[config.mk]
export PLATFORM = sky130hd
export DESIGN_NAME = sw_host_driver
export DESIGN_NICKNAME = d
export VERILOG_FILES = /design/src/rtl/sw_host_driver.sv
export SDC_FILE = /design/constraint.sdc
export NUM_CORES = 1
export LEC_CHECK = 0
export BUFFER_PORTS_ARGS = -buffer_cell sky130_fd_sc_hd__buf_2
export CORE_ASPECT_RATIO = 1.4
export CORE_UTILIZATION = 59
export DETAILED_ROUTE_END_ITERATION = 8
export GPL_TIMING_DRIVEN = 1
export PLACE_DENSITY = 0.84
export SLEW_MARGIN = 5
export SYNTH_ARGS = -nofsm -noshare
export SYNTH_HDL_FRONTEND = slang
export SYNTH_SLANG_ARGS = --single-unit
[constraint.sdc]
create_clock -name Clock -period 4.5 [get_ports Clock]
set_input_delay 1.125 -clock Clock [delete_from_list [all_inputs] [get_ports Clock]]
set_output_delay 1.125 -clock Clock [all_outputs]
set_load 0.01 [all_outputs]
[src/rtl/sw_host_driver.sv]
// Host-side switch/LED stimulus engine for a picoMIPS processor: queues operand
// bytes, resets the processor, hands words over on SW with timed phases, captures LED.
module sw_host_driver #(
  parameter int unsigned DEPTH       = 4,
  parameter int unsigned RST_CYCLES  = 4,
  parameter int unsigned HOLD_CYCLES = 16,
  parameter int unsigned LOW_CYCLES  = 16,
  parameter int unsigned RESULT_WAIT = 64
) (
  input  logic       Clock,
  input  logic       nReset,
  input  logic [7:0] InData,
  input  logic       InValid,
  output logic       InReady,
  input  logic       Start,
  output logic       Busy,
  output logic [9:0] SW,
  input  logic [7:0] LED,
  output logic [7:0] Result,
  output logic       ResultValid
);

  localparam int unsigned AW   = $clog2(DEPTH);
  localparam int unsigned MAX1 = (RST_CYCLES > HOLD_CYCLES) ? RST_CYCLES : HOLD_CYCLES;
  localparam int unsigned MAX2 = (LOW_CYCLES > RESULT_WAIT) ? LOW_CYCLES : RESULT_WAIT;
  localparam int unsigned MAXP = (MAX1 > MAX2) ? MAX1 : MAX2;
  localparam int unsigned CW   = $clog2(MAXP + 1);

  typedef enum logic [2:0] {IDLE, CPU_RST, HS_LOW, HS_HIGH, WAIT_RES} state_t;

  state_t        state, state_d;
  logic [CW-1:0] cnt, cnt_d;
  logic          expire;

  logic [7:0]    mem [DEPTH];
  logic [AW-1:0] rd_ptr, wr_ptr;
  logic [AW:0]   count, count_d;
  logic          push, pop, empty;

  logic [9:0]    sw_d;
  logic          busy_d, rv_d;
  logic [7:0]    result_d;

  assign push   = InValid && InReady;
  assign empty  = (count == '0);
  assign expire = (cnt == '0);

  function automatic logic [CW-1:0] phase_len(input state_t s);
    case (s)
      CPU_RST:  phase_len = CW'(RST_CYCLES - 1);
      HS_LOW:   phase_len = CW'(LOW_CYCLES - 1);
      HS_HIGH:  phase_len = CW'(HOLD_CYCLES - 1);
      WAIT_RES: phase_len = CW'(RESULT_WAIT - 1);
      default:  phase_len = '0;
    endcase
  endfunction

  // State, phase counter and all registered outputs.
  always_ff @(posedge Clock or negedge nReset) begin
    if (!nReset) begin
      state       <= IDLE;
      cnt         <= '0;
      SW          <= '0;
      Busy        <= 1'b0;
      Result      <= '0;
      ResultValid <= 1'b0;
      InReady     <= 1'b1;
    end else begin
      state       <= state_d;
      cnt         <= cnt_d;
      SW          <= sw_d;
      Busy        <= busy_d;
      Result      <= result_d;
      ResultValid <= rv_d;
      InReady     <= (state_d == IDLE) && (count_d != (AW+1)'(DEPTH));
    end
  end

  // Next state; the shared phase counter reloads on every state change.
  always_comb begin
    state_d = state;
    case (state)
      IDLE:     if (Start) state_d = CPU_RST;
      CPU_RST:  if (expire) state_d = HS_LOW;
      HS_LOW:   if (expire) state_d = empty ? WAIT_RES : HS_HIGH;
      HS_HIGH:  if (expire) state_d = HS_LOW;
      WAIT_RES: if (expire) state_d = IDLE;
      default:  state_d = IDLE;
    endcase
    if (state_d != state) cnt_d = phase_len(state_d);
    else if (!expire)     cnt_d = cnt - CW'(1);
    else                  cnt_d = cnt;
  end

  // Next values of the registered outputs and the FIFO pop.
  always_comb begin
    sw_d     = SW;
    busy_d   = Busy;
    rv_d     = ResultValid;
    result_d = Result;
    pop      = 1'b0;
    case (state)
      IDLE: if (Start) begin
        sw_d   = '0;
        busy_d = 1'b1;
        rv_d   = 1'b0;
      end
      CPU_RST: if (expire) sw_d[9] = 1'b1;
      HS_LOW: if (expire && !empty) begin
        pop          = 1'b1;
        sw_d[8]      = 1'b1;
        sw_d[7:0]    = mem[rd_ptr];
      end
      HS_HIGH: if (expire) sw_d[8] = 1'b0;
      WAIT_RES: if (expire) begin
        result_d = LED;
        rv_d     = 1'b1;
        busy_d   = 1'b0;
      end
      default: ;
    endcase
  end

  assign count_d = count + (AW+1)'(push) - (AW+1)'(pop);

  always_ff @(posedge Clock or negedge nReset) begin
    if (!nReset) begin
      rd_ptr <= '0;
      wr_ptr <= '0;
      count  <= '0;
    end else begin
      count <= count_d;
      if (push) wr_ptr <= wr_ptr + AW'(1);
      if (pop)  rd_ptr <= rd_ptr + AW'(1);
    end
  end

  always_ff @(posedge Clock) begin
    if (push) mem[wr_ptr] <= InData;
  end

endmodule

==> flow_metrics.tcl <==
set metrics [dict create \
    synthArstFlopShare_pct 54.3 \
    hold_class "reg -> reg" \
    critPathMaxFanout 20 \
    design.core.area_um2 4640 \
    grt_overflow_total 0 \
    drc 0 \
    synth_fp_nets 230 \
    die_w_um 61.4 \
    root_buffer "clkbuf_8" \
    rows 29 \
    arrival_ps 3290 \
    fill_cells 322 \
    rsz0062_at_grt "no" \
    antenna_cells 0 \
    cts_tree "yes" \
    wl_met3_um 203 \
    synthAdderAreaFrac_pct 3.69 \
    criticalPathCategory "reg -> reg" \
    synth_edf_count 32 \
    wl_um 4700 \
    start_kind "flop" \
    power_density_nw_per_um2 540 \
    endpoint_kind "flop" \
    setup_tns_ps 0 \
    die_y_um 85.2 \
    required_ps 4760 \
    yosys_register_bits 70 \
    synth_cell_types 43 \
    grt_pass1_vias 1672 \
    r2r-end "InReady" \
    slew-limit-headroom_pct 29.9 \
    track_usage_pct 21.6 \
    cts_resized 0 \
    total_leakage_power_nw 1.38 \
    drive_gt1_share_pct 31.6 \
    vias 1705 \
    holdBufCountCts 0 \
    dieArea_um2 5230 \
    r2r_start "cnt[0]" \
    grt_pass1_wl_um 7870 \
    wl_per_cell_um 15.1 \
    maxCapViolations 0 \
    grt_max_degree 39 \
    grt_antenna_before_repair 0 \
    synth_cells 202 \
    worstSkewPairLatency_ps 340 \
    cts.clk_slew.worst_paths_ps 70 \
    hp-start "ResultValid" \
    fin_nets 273 \
    synth-simple-area-share_pct 10.2 \
    finalHoldViolations 0 \
    cts_buffer_depth 2 \
    start_util_pct 62.8 \
    skew_ps 5.46 \
    slew_violations 0 \
    outcome "finished, final reports clean" \
    gp_congestion 0.807 \
    final_area_um2 3320 \
    synth_top_family_by_area "simple AND/OR/NAND/NOR gates" \
    port_buffers 40 \
    hold_depth 2 \
    r2r_slack_ps 1460 \
    min_period_ps 3040 \
    m1WireLength_um 2010 \
    place_area_um2 3150 \
    place_hpwl_um 3310 \
    cts_buffers 9 \
    setup_violations 0 \
    fmax_mhz 329 \
    tightestPinTransition_ps 1040 \
    synth_mux_area_share_pct 9.65 \
    drt_iter0_drc 60 \
    synth_area_um2 2920 \
    firstDrtPassIters 4 \
    worstHoldEndpoint "ResultValid" \
    post-cts-setup-buffer-count 0 \
    yosys_warnings 0 \
    h-tree-depth 3 \
    vdd_drop_max_v 0.000328 \
    seq_area_frac_synth_pct 65.6 \
    ant_nets 0 \
    dr_wl_met2_um 2390 \
    cts_sinks 70 \
    vias_per_cell 5.46 \
    period_share_pct 67.5 \
    area_growth_pct 13.8 \
    synthXorXnorAreaFrac_pct 2.70 \
    highest_layer "met4" \
    num_io_pins 41 \
    syn_avg_cell_area_um2 14.4 \
    ys.flop_type "dfrtp_1" \
    synth_compound_area_share_pct 5.49 \
    rr_worst_depth 12 \
]
Yosys cell counts, types with 2 or more instances:
cell	number	area share (%)
dfrtp_1	37	32
edfxtp_1	32	33
nand2_1	24	3.1
o21ai_0	15	2.6
mux2_2	9	3.5
inv_1	8	1.0
mux4_2	8	6.2
ha_1	7	3.0
nor2_1	7	0.90
xnor2_1	6	1.8
and3_1	5	1.1
a21oi_1	3	0.51
buf_2	3	0.51
or3_1	3	0.64
xor2_1	3	0.90
buf_6	2	0.77
clkbuf_1	2	0.26
nand2b_1	2	0.43
nor3_1	2	0.34
metal layers:
metal	vias up	GRT usage, %
li1	818	-
met1	832	28.9
met2	47	32.6
met3	8	5.03
met4	0	11.5
met5	-	0
through the flow:
| step | util (%) | setup WS [ps] | hold slack (ps) | std cells | total power (W) |
|---|---|---|---|---|---|
| floorplan | - | 1850 | 493 | 202 | 0.00122 |
| global placement | 67.7 | 1590 | 464 | 296 | 0.00135 |
| detailed placement | 67.7 | 1430 | 476 | 296 | 0.00137 |
| CTS | 71.4 | 1420 | 494 | 312 | 0.00181 |
| global route | 71.4 | 1130 | 509 | 312 | 0.00191 |
| finish | 71.4 | 1460 | 482 | 312 | 0.00179 |
kinds of logic (layout without fill, tap and decap cells):
group	Yosys count	in the layout
muxes	17	17
adders and majority gates	8	8
AOI/OAI and AO/OA	26	26
xor gates and xnor gates	9	9
and+or+nand+nor	56	56
DFF	70	70
buffers and inverters	16	64
report_power, final:
| group | internal (W) | switching, W | total [W] |
|---|---|---|---|
| Combinational | 0.000214 | 0.000223 | 0.000438 |
| Clock | 0.000200 | 0.000235 | 0.000436 |
| Sequential | 0.000801 | 0.000117 | 0.000918 |
| Total | 0.00122 | 0.000575 | 0.00179 |
worst max path at each step:
stage                start       to  slack, ps  cells after the start
global route        cnt[0]  InReady       1130                     12
floorplan           cnt[0]  InReady       1850                     13
CTS                 cnt[0]  InReady       1420                     12
global placement    cnt[0]  InReady       1590                     12
detailed placement  cnt[0]  InReady       1430                     12
finish              cnt[0]  InReady       1460                     12
area by class of cell:
class	count	area (um^2)	share of cell area, %
flip-flops and latches	70	1910	57.7
multi-input cells	116	925	27.9
repair buffers	40	200	6.03
clock buffers	9	124	3.73
well taps	62	77.6	2.34
clock inverters	7	48.8	1.47
inverters	8	30.0	0.905
sequential cells by signal, summed over array words and instances, names as in the netlist:
register     flops
cnt              7
SW              10
wr_ptr           2
rd_ptr           2
Busy             1
state            3
InReady          1
mem             32
count            3
Result           8
ResultValid      1
placed cells by master, fill, tap and decap left out, types with 2 or more instances in the layout:
cell type | synthesis | routed
buf_2 | 3 | 40
dfrtp_1 | 37 | 37
edfxtp_1 | 32 | 32
nand2_1 | 24 | 24
o21ai_0 | 15 | 15
mux2_2 | 9 | 9
clkbuf_8 | 0 | 9
inv_1 | 8 | 8
mux4_2 | 8 | 8
nor2_1 | 7 | 7
ha_1 | 7 | 7
xnor2_1 | 6 | 6
and3_1 | 5 | 5
or3_1 | 3 | 3
a21oi_1 | 3 | 3
xor2_1 | 3 | 3
clkinvlp_4 | 0 | 3
nand2b_1 | 2 | 2
nor3_1 | 2 | 2
inv_6 | 0 | 2
critical path, stage by stage (launching register included):
cell and delay, ps:
dfrtp_1 410, inv_1 70, ha_1 180, nor4bb_1 210, and4b_1 640, ha_1 350
inv_1 50, ha_1 120, inv_1 40, fa_1 370, xnor2_1 190, xnor2_1 100
a32oi_1 200
Power figures use the tool's default switching activity.
